File: config.mk
export PLATFORM = sky130hd
export DESIGN_NAME = event_capture_mc_flat
export DESIGN_NICKNAME = d
export VERILOG_FILES = /design/src/rtl/event_capture_mc_pkg.sv /design/src/rtl/event_capture_mc_if.sv /design/src/rtl/event_capture_mc_rr_arbiter.sv /design/src/rtl/event_capture_mc.sv /design/src/flat_wrapper.sv
export SDC_FILE = /design/constraint.sdc
export NUM_CORES = 1
export LEC_CHECK = 0
export BUFFER_PORTS_ARGS = -buffer_cell sky130_fd_sc_hd__buf_2
export CAP_MARGIN = 15
export CORE_MARGIN = 5
export CORE_UTILIZATION = 24
export DETAILED_ROUTE_END_ITERATION = 12
export MAX_ROUTING_LAYER = met4
export PLACE_DENSITY = 0.5
export SLEW_MARGIN = 20
export SYNTH_ARGS = -nofsm -noshare
export SYNTH_HDL_FRONTEND = slang
export SYNTH_SLANG_ARGS = --single-unit
File: constraint.sdc
create_clock -name clk -period 4.5 [get_ports clk]
set_input_delay 0.9 -clock clk [delete_from_list [all_inputs] [get_ports clk]]
set_output_delay 0.9 -clock clk [all_outputs]
set_load 0.02 [all_outputs]
File: src/rtl/event_capture_mc_pkg.sv
// Shared types for the multi-source event capture stage: coordinates, FSM state
// and the source-tagged event held in the output queue.
package event_capture_mc_pkg;
   localparam int COORD_W      = 8;
   localparam int MAX_SRC_BITS = 8;

   typedef struct packed {
      logic [COORD_W-1:0] y;
      logic [COORD_W-1:0] x;
   } coord_t;

   typedef enum logic [1:0] {IDLE, FETCH, WAIT, CHECK} mc_capture_state_t;

   typedef struct packed {
      coord_t                  coord;
      logic [MAX_SRC_BITS-1:0] src;
   } src_event_t;

   function automatic coord_t unpack_coordinates(input logic [2*COORD_W-1:0] raw);
      coord_t c;
      c.y = raw[2*COORD_W-1:COORD_W];
      c.x = raw[COORD_W-1:0];
      return c;
   endfunction

   function automatic logic is_valid_coord(input coord_t c, input int width, input int height);
      return (32'(c.x) < width) && (32'(c.y) < height);
   endfunction
endpackage

File: src/rtl/event_capture_mc_if.sv
// Bus between the event capture stage and its surroundings: source FIFOs in,
// tagged events out toward the convolution core, plus status.
interface event_capture_mc_if #(
   parameter int NUM_SOURCES = 4,
   parameter int COORD_BITS  = 8,
   parameter int SRC_BITS    = 2,
   parameter int CNT_BITS    = 16
);
   import event_capture_mc_pkg::*;

   logic                              enable_i;
   logic [NUM_SOURCES-1:0]            fifo_empty_i;
   logic [NUM_SOURCES*2*COORD_BITS-1:0] fifo_data_i;
   logic [NUM_SOURCES-1:0]            fifo_read_o;
   coord_t                            event_coord_o;
   logic [SRC_BITS-1:0]               event_src_o;
   logic                              event_valid_o;
   logic                              event_ready_i;
   logic [CNT_BITS-1:0]               dropped_count_o;
   logic                              busy_o;

   modport master (
      output enable_i, fifo_empty_i, fifo_data_i, event_ready_i,
      input  fifo_read_o, event_coord_o, event_src_o, event_valid_o, dropped_count_o, busy_o
   );

   modport slave (
      input  enable_i, fifo_empty_i, fifo_data_i, event_ready_i,
      output fifo_read_o, event_coord_o, event_src_o, event_valid_o, dropped_count_o, busy_o
   );
endinterface

File: src/rtl/event_capture_mc_rr_arbiter.sv
// Rotating-priority arbiter: search starts one past the last granted requester.
module rr_arbiter #(
   parameter int N        = 4,
   parameter int IDX_BITS = (N > 1) ? $clog2(N) : 1
) (
   input  logic                clk,
   input  logic                reset_i,
   input  logic [N-1:0]        req,
   input  logic                advance,
   output logic [N-1:0]        grant_oh,
   output logic [IDX_BITS-1:0] grant_idx,
   output logic                grant_vld
);
   logic [IDX_BITS-1:0] ptr_q;

   always_comb begin
      int idx;
      idx       = 0;
      grant_oh  = '0;
      grant_idx = '0;
      grant_vld = 1'b0;
      for (int i = 0; i < N; i++) begin
         idx = (int'(ptr_q) + i) % N;
         if (!grant_vld && req[IDX_BITS'(idx)]) begin
            grant_vld                  = 1'b1;
            grant_idx                  = IDX_BITS'(idx);
            grant_oh[IDX_BITS'(idx)]   = 1'b1;
         end
      end
   end

   always_ff @(posedge clk or posedge reset_i) begin
      if (reset_i)      ptr_q <= '0;
      else if (advance) ptr_q <= (grant_idx == IDX_BITS'(N-1)) ? '0 : grant_idx + 1'b1;
   end
endmodule

File: src/rtl/event_capture_mc.sv
// Multi-source event capture: round-robin pops one event per grant, bounds-checks it,
// queues accepted events with their source tag and counts the dropped ones.
module event_capture_mc
   import event_capture_mc_pkg::*;
#(
   parameter int NUM_SOURCES = 4,
   parameter int COORD_BITS  = 8,
   parameter int IMG_WIDTH   = 32,
   parameter int IMG_HEIGHT  = 32,
   parameter int OUT_DEPTH   = 4,
   parameter int CNT_BITS    = 16
) (
   input logic               clk,
   input logic               reset_i,
   event_capture_mc_if.slave bus
);
   localparam int SRC_BITS = (NUM_SOURCES > 1) ? $clog2(NUM_SOURCES) : 1;
   localparam int PTR_BITS = $clog2(OUT_DEPTH);
   localparam int EV_BITS  = 2 * COORD_BITS;

   mc_capture_state_t      state_q, state_d;
   logic [SRC_BITS-1:0]    grant_q, arb_idx;
   logic [NUM_SOURCES-1:0] grant_oh_q, arb_oh;
   logic                   arb_vld, start, push, drop, pop, valid, q_full, chk_ok;
   coord_t                 chk_coord;
   logic [EV_BITS-1:0]     slot [NUM_SOURCES];
   src_event_t             mem [OUT_DEPTH];
   src_event_t             head;
   logic [PTR_BITS-1:0]    wr_ptr, rd_ptr;
   logic [PTR_BITS:0]      count_q;
   logic [CNT_BITS-1:0]    drop_q;

   for (genvar k = 0; k < NUM_SOURCES; k++) begin : g_slot
      assign slot[k] = bus.fifo_data_i[k*EV_BITS +: EV_BITS];
   end

   rr_arbiter #(.N(NUM_SOURCES), .IDX_BITS(SRC_BITS)) u_arb (
      .clk      (clk),
      .reset_i  (reset_i),
      .req      (~bus.fifo_empty_i),
      .advance  (start),
      .grant_oh (arb_oh),
      .grant_idx(arb_idx),
      .grant_vld(arb_vld)
   );

   // The slot is reserved here, so CHECK can always push without looking at fullness.
   assign q_full    = (count_q == (PTR_BITS+1)'(OUT_DEPTH));
   assign start     = (state_q == IDLE) && bus.enable_i && arb_vld && !q_full;
   assign chk_coord = unpack_coordinates(slot[grant_q]);
   assign chk_ok    = is_valid_coord(chk_coord, IMG_WIDTH, IMG_HEIGHT);

   always_ff @(posedge clk or posedge reset_i) begin
      if (reset_i) state_q <= IDLE;
      else         state_q <= state_d;
   end

   always_comb begin
      state_d = state_q;
      case (state_q)
         IDLE:    if (start) state_d = FETCH;
         FETCH:   state_d = WAIT;
         WAIT:    state_d = CHECK;
         CHECK:   state_d = IDLE;
         default: state_d = IDLE;
      endcase
   end

   always_comb begin
      bus.fifo_read_o = '0;
      push            = 1'b0;
      drop            = 1'b0;
      case (state_q)
         FETCH:   bus.fifo_read_o = grant_oh_q;
         CHECK: begin
            push = chk_ok;
            drop = !chk_ok;
         end
         default: ;
      endcase
   end

   always_ff @(posedge clk or posedge reset_i) begin
      if (reset_i) begin
         grant_q    <= '0;
         grant_oh_q <= '0;
      end else if (start) begin
         grant_q    <= arb_idx;
         grant_oh_q <= arb_oh;
      end
   end

   assign valid = (count_q != '0);
   assign pop   = valid && bus.event_ready_i;
   assign head  = mem[rd_ptr];

   always_ff @(posedge clk or posedge reset_i) begin
      if (reset_i) begin
         wr_ptr  <= '0;
         rd_ptr  <= '0;
         count_q <= '0;
         for (int i = 0; i < OUT_DEPTH; i++) mem[i] <= '0;
      end else begin
         if (push) begin
            mem[wr_ptr] <= '{coord: chk_coord, src: MAX_SRC_BITS'(grant_q)};
            wr_ptr      <= wr_ptr + 1'b1;
         end
         if (pop) rd_ptr <= rd_ptr + 1'b1;
         case ({push, pop})
            2'b10:   count_q <= count_q + 1'b1;
            2'b01:   count_q <= count_q - 1'b1;
            default: ;
         endcase
      end
   end

   always_ff @(posedge clk or posedge reset_i) begin
      if (reset_i)                  drop_q <= '0;
      else if (drop && drop_q != '1) drop_q <= drop_q + 1'b1;
   end

   assign bus.event_coord_o   = head.coord;
   assign bus.event_src_o     = SRC_BITS'(head.src);
   assign bus.event_valid_o   = valid;
   assign bus.dropped_count_o = drop_q;
   assign bus.busy_o          = (state_q != IDLE) || valid;
endmodule
File: src/flat_wrapper.sv
// flat-port wrapper written by rule: the top's interface ports become plain ports
module event_capture_mc_flat import event_capture_mc_pkg::*;
#(
   parameter int NUM_SOURCES = 4,
   parameter int COORD_BITS  = 8,
   parameter int IMG_WIDTH   = 32,
   parameter int IMG_HEIGHT  = 32,
   parameter int OUT_DEPTH   = 4,
   parameter int CNT_BITS    = 16
)
  (clk, reset_i, bus_enable_i, bus_fifo_empty_i, bus_fifo_data_i, bus_event_ready_i, bus_fifo_read_o, bus_event_coord_o, bus_event_src_o, bus_event_valid_o, bus_dropped_count_o, bus_busy_o);
  event_capture_mc_if #(.NUM_SOURCES(NUM_SOURCES), .COORD_BITS(COORD_BITS), .CNT_BITS(CNT_BITS)) bus_i ();
  input logic clk;
  input logic reset_i;
  input wire logic [$bits(bus_i.enable_i)-1:0] bus_enable_i;
  input wire logic [$bits(bus_i.fifo_empty_i)-1:0] bus_fifo_empty_i;
  input wire logic [$bits(bus_i.fifo_data_i)-1:0] bus_fifo_data_i;
  input wire logic [$bits(bus_i.event_ready_i)-1:0] bus_event_ready_i;
  output wire logic [$bits(bus_i.fifo_read_o)-1:0] bus_fifo_read_o;
  output wire logic [$bits(bus_i.event_coord_o)-1:0] bus_event_coord_o;
  output wire logic [$bits(bus_i.event_src_o)-1:0] bus_event_src_o;
  output wire logic [$bits(bus_i.event_valid_o)-1:0] bus_event_valid_o;
  output wire logic [$bits(bus_i.dropped_count_o)-1:0] bus_dropped_count_o;
  output wire logic [$bits(bus_i.busy_o)-1:0] bus_busy_o;
  assign bus_i.enable_i = bus_enable_i;
  assign bus_i.fifo_empty_i = bus_fifo_empty_i;
  assign bus_i.fifo_data_i = bus_fifo_data_i;
  assign bus_i.event_ready_i = bus_event_ready_i;
  assign bus_fifo_read_o = bus_i.fifo_read_o;
  assign bus_event_coord_o = bus_i.event_coord_o;
  assign bus_event_src_o = bus_i.event_src_o;
  assign bus_event_valid_o = bus_i.event_valid_o;
  assign bus_dropped_count_o = bus_i.dropped_count_o;
  assign bus_busy_o = bus_i.busy_o;
  event_capture_mc #(.NUM_SOURCES(NUM_SOURCES), .COORD_BITS(COORD_BITS), .IMG_WIDTH(IMG_WIDTH), .IMG_HEIGHT(IMG_HEIGHT), .OUT_DEPTH(OUT_DEPTH), .CNT_BITS(CNT_BITS)) u_core (.clk(clk), .reset_i(reset_i), .bus(bus_i));
endmodule
# Yosys cells after proc, flatten, opt, wreduce, memory -nomap -nowiden
# Index checks and enable logic that the tools add are counted.
# word_totals
register_bits,129
input_bits,72
out_inout_bits,40
word_cells,131
# classes
add_sub_neg,9
n_lt_le_gt_ge,14
n_eq_ne,9
mux,48
bitwise,7
reduce_logical,24
# op_table
op,n
$bwmux 96,1
$mux 24,3
$bmux 24 s2,1
$demux 24 s2,1
$bmux 16 s2,1
$mux 16,2
$mux 4,5
$mux 1,18
$add 16x1->16 const B,1
$lt 2x4->1 const B,4
$lt 8x6->1 const B,2
$ne 16x16->1 const B,1
$logic_and 1x1->1,14
$mux 2,6
$or 4x4->4,3
$ge 3x3->1 const B,3
$not 2->3,3
$add 2x1->2 const B,4
$bmux 1 s2,4
$demux 1 s2,4
$eq 2x2->1 const B,4
$ge 2x1->1 const B,4
$pmux 2 s4,1
$pmux 3 s2,1
13 further kinds,20

# Logic depth before layout (Yosys ltp)
# Gate-level depths: netlist of run 1.
# depth
depth_word,18
ltp_mapped,11
mapped_depth_nobuf,11

# Cells and area by module
# A second synthesis of run 1 with hierarchy kept.
# unflattened
hier_cells,507
hier_area_um2,5594.1
# by_module_without_submodules
module,instances,cells_each,area_per_inst_um2,seq_area_each_um2
event_capture_mc,1,431,4938.5,2577.5
rr_arbiter,1,76,655.6,50.0

# Least setup slack after synthesis of run 1
# Ideal clock, no wire load.
# synth_path
path_kind,input to register
start,input port bus_fifo_data_i[53]
end,register u_core.count_q[2]
setup_ns,0.123
arrival_ns,2.878
t_required_ns,4.377
slack_ns,1.500
stages,11
path_buffers,0
cell_sequence,nor4_1 > nand2_1 > mux4_2 > nor2_8 > inv_1 > ha_1 > inv_1 > fa_1 > xor2_1 > nor2_1 > xnor2_1
# synth_via
elab_chain_cells,8
elab_cells_between_ends,10
cone_classes,order compare: 1; eq/ne: 2; mux: 5; reduce/logical: 2
# synth_lines
element,line,rtl
"start, declared",flat_wrapper.sv:17,input wire logic [$bits(bus_i.fifo_data_i)-1:0] bus_fifo_data_i;
$bmux 16 s2 *,event_capture_mc.sv:50,assign chk_coord = unpack_coordinates(slot[grant_q]);
$mux 16 (implied by the code) * (2 in a row),event_capture_mc.sv:50,
$lt 8x6->1 *,event_capture_mc_pkg.sv:27,return (32'(c.x) < width) && (32'(c.y) < height);
$logic_and 1x1->1 *,event_capture_mc_pkg.sv:27,
$mux 1 *,event_capture_mc.sv:73,case (state_q)
$eq 2x1->1 or $eq 2x2->1 (tied branches),event_capture_mc.sv:109,"case ({push, pop})"
$pmux 3 s2 or $reduce_bool 2->1 (tied branches),-,
"end signal, assigned",event_capture_mc.sv:110,2'b10: count_q <= count_q + 1'b1;
"end signal, assigned",event_capture_mc.sv:111,2'b01: count_q <= count_q - 1'b1;
"end, declared",event_capture_mc.sv:30,logic [PTR_BITS:0] count_q;
# Every way passes the cells marked *; elsewhere a longest branch is shown, timed or not. The select of a mux whose other input is x is not followed.
# A chain may end at the register's enable or synchronous reset.

==> results of run 1 <==
[registers in the layout, summed over array words and instances, names as in the netlist, named ones only]
register / cells
u_core.mem: 72
u_core.bus.dropped_count_o: 16
u_core.wr_ptr: 2
u_core.grant_q: 2
u_core.grant_oh_q: 4
u_core.count_q: 3
u_core.rd_ptr: 2
u_core.state_q: 2
u_core.u_arb.ptr_q: 1
[cell families (layout without fill, tap and decap cells)]
kind of cell,count (synthesis),count (layout),share of synthesized area [%]
AO/OA/AOI/OAI,33,33,3.50
buffers and inverters,32,145,3.01
flip-flops,105,105,47.5
XOR/XNOR,21,21,3.32
adder cells (fa/ha/maj),20,20,4.66
AND/OR/NAND/NOR,112,112,12.5
multiplexers,88,88,25.6
[per-layer routing]
| layer | wire length (um) | GRT usage [%] | vias up |
|---|---|---|---|
| li1 | - | - | 1686 |
| met1 | 5860 | 13.0 | 1876 |
| met2 | 6720 | 18.4 | 72 |
| met3 | 533 | 2.59 | 8 |
| met4 | 117 | 2.19 | 0 |
| met5 | 0 | - | - |
[layout make-up]
type / count / area share, %
tap: 285 / 5.32
inverter: 13 / 0.803
timing repair buffer: 116 / 8.85
clock buffer: 10 / 3.57
clock inverter: 6 / 1.23
multi-input combinational: 274 / 41.0
sequential: 105 / 39.2
[path summary, 6_finish.rpt]
kind	startpoint	endpoint	cells after the start
setup / recovery	flop	u_core.u_arb.ptr_q[1]	7
hold / removal	u_core.rd_ptr[1]	u_core.rd_ptr[1]	1
hold reg to reg	u_core.rd_ptr[1]	u_core.rd_ptr[1]	1
setup reg to reg	flop	u_core.u_arb.ptr_q[1]	7
min in group asynchronous	reset_i	u_core.mem[22]	2
max in group asynchronous	reset_i	u_core.mem[73]	3
[per-stage QoR]
step / cell area (um^2) / setup WS (ns)
finish: 6700 / 1.35
global route: 6700 / 1.16
CTS: 6690 / 1.31
detailed placement: 6370 / 1.20
global placement: 6370 / 1.27
floorplan: 5540 / 0.839
[where the power goes]
part           total, mW  switching (mW)  internal (mW)
Sequential          1.25           0.165           1.08
Clock              0.842           0.381          0.461
Combinational       1.24           0.674          0.562
Total               3.32            1.22           2.11
[critical path, delay by kind of cell, from the launching register on]
family                     cells  cell delay, ns
adders and majority gates      1            0.44
buffers and inverters          1            0.29
and+or+nand+nor                1            0.20
muxes                          2            0.76
AOI/OAI and AO/OA              2            0.66
DFF                            1            0.73
[cell usage after synthesis, types with 2 or more instances]
library cell	count	area [um^2]
inv_1	13	48.8
buf_2	4	20.0
ha_1	19	238
nand2_1	25	93.8
a221oi_1	2	17.5
nand2b_1	2	12.5
mux2_4	16	240
buf_1	3	11.3
xor2_1	2	17.5
o21ai_0	9	45.0
nand4_1	6	37.5
a31oi_1	2	12.5
and2_2	13	97.6
nor2b_1	6	37.5
nand2_8	4	80.1
a21o_1	2	15.0
buf_6	2	22.5
a21oi_1	14	70.1
mux2_2	33	372
xnor2_1	19	166
mux4_2	33	743
and2_1	18	113
mux2i_1	6	60.1
buf_8	2	30.0
nor4_1	4	25.0
and3_1	7	43.8
nor2_1	12	45.0
nand3_1	9	45.0
dfrtp_1	105	2630
clkbuf_1	7	26.3
==> flow_summary.yaml, run 1 <==
floorplanning:
  num_rows: 55
  die_w_um: 162
  core_area_mm2: 0.0227
  die-height_um: 162
  die_area_mm2: 0.0262
  io_pins: 112
  initial_core_util_pct: 24.4
power_and_ir_drop:
  totalPowerFinal_mw: 3.32
  ir_drop_uv: 253
  leakage_nw: 3.29
  powerDensity_mw_per_mm2: 496
sta:
  max_freq_mhz: 317
  tightest_slew_ns: 0.848
  maxSlewViolCount: 0
  fin_crit_ns: 3.15
  fin_hold_ws_ns: 0.469
  slew_headroom_pct: 43.4
  report.final.setup_viol: 0
  fin_tns_setup_ns: 0
  hold_viol: 0
  timing.final.crit_share_pct: 70.1
  rsz0062_at_grt: "no"
  fin_skew_ns: 0.00911
worst_setup_path:
  crit_required_ns: 4.77
  r2r_slack_ns: 1.35
  cp-start-kind: "flop"
  slowest_stage: "dfrtp_1"
  worstPathCellList: "inv_1 > ha_1 > mux4_2 > and3_1 > a21o_1 > o31a_1 > mux2i_1"
  crit_arrival_ns: 3.42
  path_class: "flop to flop"
  cp_slowest_stage_delay_ns: 0.73
  worstPathMaxFanout: 14
  worst_setup_path_end_kind: "flop"
detailed_routing:
  drtIter0Drc: 138
  wl_per_cell_um: 16.4
  first_pass_iters: 4
  drt-vias-per-instance: 4.50
  vias: 3642
  drt-total-wl_mm: 13.2
  drc: 0
  ant_nets: 0
clock_tree:
  cts_buffers: 9
  cts.htree.levels: 3
  cts_tree: "done"
  clock_latency_ns: 0.35
  clockBufferDepth: 2
  cts_resized: 0
  hold_buffers: 0
  cts_sinks: 105
  cts.clk_slew.worst_paths_ns: 0.07
  cts_setup_buffers: 0
  cts_root_buf: "clkbuf_16"
final_layout:
  diodes: 0
  final_common_cell: "buf_2"
  area_growth_pct: 21.0
  fin_util_pct: 29.5
  final_cell_mix: "buf_2 (111), dfrtp_1 (105), mux4_2 (33), mux2_2 (33), nand2_1 (25)"
  layout.cells.non_filler: 809
  ff_latch_area_mm2: 0.00263
  multi_input_area_mm2: 0.00275
  num-fill-cells: 2322
  final_layout_size_suffix_gt1_share_pct: 44.8
  fin_nets: 611
global_routing:
  globalRouteOverflowTotal: 0
  grt_max_degree: 78
  grt_usage_pct: 10.7
  grt_pass1_wl_mm: 21.7
  antenna_found_initial: 0
  first_global_vias: 4018
place:
  portBuffers: 111
  dp.cells: 793
  hpwl_mm: 9.32
  place.gp.congestion: 0.730
yosys:
  synthesis.nets: 503
  ys_ff_latch: 105
  netlist_area_mm2: 0.00554
  syn_inst: 411
  async_reset_ff_share_pct: 100
  yosysUniqueCellTypes: 42
  yosysWarnings: 0
  synth-edff-count: 0
  seq_area_frac_synth_pct: 47.5
  syn_avg_cell_area_um2: 13.5
  synth-main-ff-cell: "dfrtp_1"
run:
  cap_violations: 0
hold_path:
  hold_class: "flop to flop"
status:
  outcome: "finished, final reports clean"
(Power assumes the default switching activity.)
==> inputs of run 2 (changes only) <==
--- a/config.mk
+++ b/config.mk
@@ -5,13 +5,14 @@
 export SDC_FILE = /design/constraint.sdc
 export NUM_CORES = 1
 export LEC_CHECK = 0
+export ABC_AREA = 1
 export BUFFER_PORTS_ARGS = -buffer_cell sky130_fd_sc_hd__buf_2
 export CAP_MARGIN = 15
 export CORE_MARGIN = 5
 export CORE_UTILIZATION = 24
 export DETAILED_ROUTE_END_ITERATION = 12
 export MAX_ROUTING_LAYER = met4
-export PLACE_DENSITY = 0.5
+export PLACE_DENSITY = 0.51
 export SLEW_MARGIN = 20
 export SYNTH_ARGS = -nofsm -noshare
 export SYNTH_HDL_FRONTEND = slang
==> constraint.sdc (replaced) <==
create_clock -name clk -period 2.7 [get_ports clk]
set_input_delay 0.54 -clock clk [delete_from_list [all_inputs] [get_ports clk]]
set_output_delay 0.54 -clock clk [all_outputs]
set_load 0.02 [all_outputs]
==> flow_summary.yaml, run 2 <==
status:
  outcome: "finished, final reports clean"
yosys:
  synth_top_cell_by_area: "dfrtp_1"
  synthesis.nets: 893
  synth_top_area_share_pct: 43.9
  netlist_area_mm2: 0.00599
  synth-main-ff-cell: "dfrtp_1"
  yosysUniqueCellTypes: 32
  synth.area.top_cells: "dfrtp_1 (44%), nand2_1 (14%), nand3_1 (6.7%)"
  ys_ff_latch: 105
  yosysWarnings: 0
  yosysMostFrequentCell: "nand2_1"
  syn_inst: 801
  synth_common_cells: "nand2_1 (229), dfrtp_1 (105), nor2_1 (84)"
  async_reset_ff_share_pct: 100
  synth-edff-count: 0
  syn_avg_cell_area_um2: 7.47
  seq_area_frac_synth_pct: 43.9
clock_tree:
  clockBufferDepth: 2
  hold_buffers: 0
  cts.htree.levels: 3
  cts_root_buf: "clkbuf_16"
  cts_sinks: 105
  cts.clk_slew.worst_paths_ns: 0.08
  clock_latency_ns: 0.36
  cts_buffers: 9
  cts_setup_buffers: 0
  cts_tree: "done"
floorplanning:
  die_w_um: 168
  die_area_mm2: 0.0282
  die-height_um: 168
  num_rows: 57
  io_pins: 112
  core_area_mm2: 0.0245
  initial_core_util_pct: 24.5
detailed_routing:
  drc: 0
  drtIter0Drc: 324
  drt-total-wl_mm: 17.6
  drt-vias-per-instance: 4.45
  first_pass_iters: 5
  vias: 5516
  ant_nets: 0
  wl_per_cell_um: 14.2
global_routing:
  antenna_found_initial: 2
  first_global_vias: 5451
  globalRouteOverflowTotal: 0
  grt_max_degree: 106
  grt_usage_pct: 12.7
  grt_pass1_wl_mm: 28.7
power_and_ir_drop:
  swShare_pct: 48.0
  ir_drop_uv: 349
  intPower_mw: 3.83
  p_clk_share_pct: 17.9
  leakage_nw: 3.86
  p_comb_share_pct: 53.9
  pwr-share-seq_pct: 28.2
  p_switching_mw: 3.54
  powerDensity_mw_per_mm2: 1020
sta:
  timing.final.crit_share_pct: 89.3
  tightest_slew_ns: 0.678
  rsz0062_at_grt: "no"
  report.final.setup_viol: 0
  maxSlewViolCount: 0
  slew_headroom_pct: 54.8
  fin_skew_ns: 0.0135
  max_freq_mhz: 415
  fin_crit_ns: 2.41
  fin_tns_setup_ns: 0
  hold_viol: 0
worst_setup_path:
  worstPathMaxFanout: 15
  worst_setup_path_end_kind: "flop"
  cp-start-kind: "flop"
  crit_arrival_ns: 2.65
  reg2reg_depth: 13
  r2r_slack_ns: 0.29
  r2r_start: "u_core.grant_q[0]"
  path_class: "flop to flop"
  crit_required_ns: 2.93
  r2r_end: "u_core.count_q[2]"
final_layout:
  final_cell_mix: "nand2_1 (229), buf_2 (111), dfrtp_1 (104)"
  area_growth_pct: 21.3
  top_register: "u_core.mem"
  final_layout_size_suffix_gt1_share_pct: 18.4
  multi_input_area_mm2: 0.00289
  largest_reg_flops: 72
  final_common_cell: "nand2_1"
  num-fill-cells: 2654
  fin_util_pct: 29.7
  fin_nets: 1000
  ff_latch_area_mm2: 0.00263
place:
  portBuffers: 111
  place.gp.congestion: 0.841
  hpwl_mm: 12.2
hold_path:
  hold_class: "primary input to asynchronous set/reset pin"
run:
  cap_violations: 0
## run 2: changes by cell type after synthesis, moves of 16 or more
| cell | delta |
|---|---|
| nand2_1 | +204 |
| nor2_1 | +72 |
| nand3_1 | +71 |
| o21ai_0 | +71 |
| inv_1 | +54 |
| mux2_2 | -33 |
| mux4_2 | -33 |
| o22ai_1 | +28 |
| and2_1 | -18 |
| mux2_4 | -16 |
## run 2: layer usage
metal / vias to the layer above / track usage (%) / share of wire [%]
li1: 2813 / - / -
met1: 2585 / 16.9 / 48
met2: 100 / 20.4 / 47
met3: 18 / 1.88 / 3.6
met4: 0 / 3.63 / 1.4
met5: - / - / 0
## run 2: what timing repair did
action / 4_1_cts / 5_1_grt
hold endpoints to repair: 0 / 0
gates resized for setup: 0 / 4
setup endpoints to repair: 0 / 1
## run 2: critical path: stages (launching register included)
cell and delay, ns:
dfrtp_1 0.41, buf_4 0.19, o21ai_0 0.18, a21oi_1 0.09, nand2_1 0.06, nor2_1 0.05
nor2b_2 0.16, nand2_1 0.09, ha_1 0.16, inv_1 0.07, fa_1 0.44, a21oi_1 0.14
o21ai_0 0.10, xor2_1 0.15
## run 2: per-stage QoR
stage                     power, mW  hold slack, ns  worst slack [ns]  instances  instance area (um^2)
after global routing           8.02           0.400           0.00985       1239                  7260
after floorplan                4.82           0.431             0.327        801                  5990
final                          7.38           0.341             0.289       1239                  7260
after detailed placement       6.14           0.447             0.227       1221                  6960
after CTS                      7.49           0.380             0.242       1237                  7250
after global placement         6.13           0.444             0.257       1221                  6960
## run 2: area by class of cell
type | instances | area share, %
Tap cell | 324 | 5.58
Clock inverter | 6 | 0.775
Clock buffer | 10 | 3.29
Antenna cell | 2 | 0.0689
Sequential cell | 105 | 36.2
Timing Repair Buffer | 136 | 10.6
Multi-Input combinational cell | 584 | 39.7
Inverter | 72 | 3.77
## run 2: worst max-delay path by stage
stage	depth (start not counted)	start	slack, ns	end
after floorplan	15	u_core.grant_q[0]	0.33	u_core.count_q[2]
after CTS	13	u_core.grant_q[0]	0.24	u_core.count_q[2]
after detailed placement	14	bus_fifo_data_i[6]	0.23	u_core.count_q[2]
after global routing	13	u_core.grant_q[0]	0.01	u_core.count_q[2]
after global placement	14	bus_fifo_data_i[6]	0.26	u_core.count_q[2]
final	13	u_core.grant_q[0]	0.29	u_core.count_q[2]
## run 2: cells by family after synthesis
family / count (synthesis) / share of synthesized area [%]
simple gates: 412 / 29.0
xor+xnor: 19 / 2.78
compound gates: 133 / 12.1
buf+inv: 112 / 7.96
flops: 105 / 43.9
fa+ha+maj: 20 / 4.31
## run 2: power by group through the flow
stage	logic [mW]	registers (mW)	clock network, mW
floorplan	2.69	2.13	0
global placement	4.02	2.11	0
detailed placement	4.03	2.11	0
CTS	4.03	2.08	1.37
global route	4.46	2.13	1.43
finish	3.97	2.08	1.32
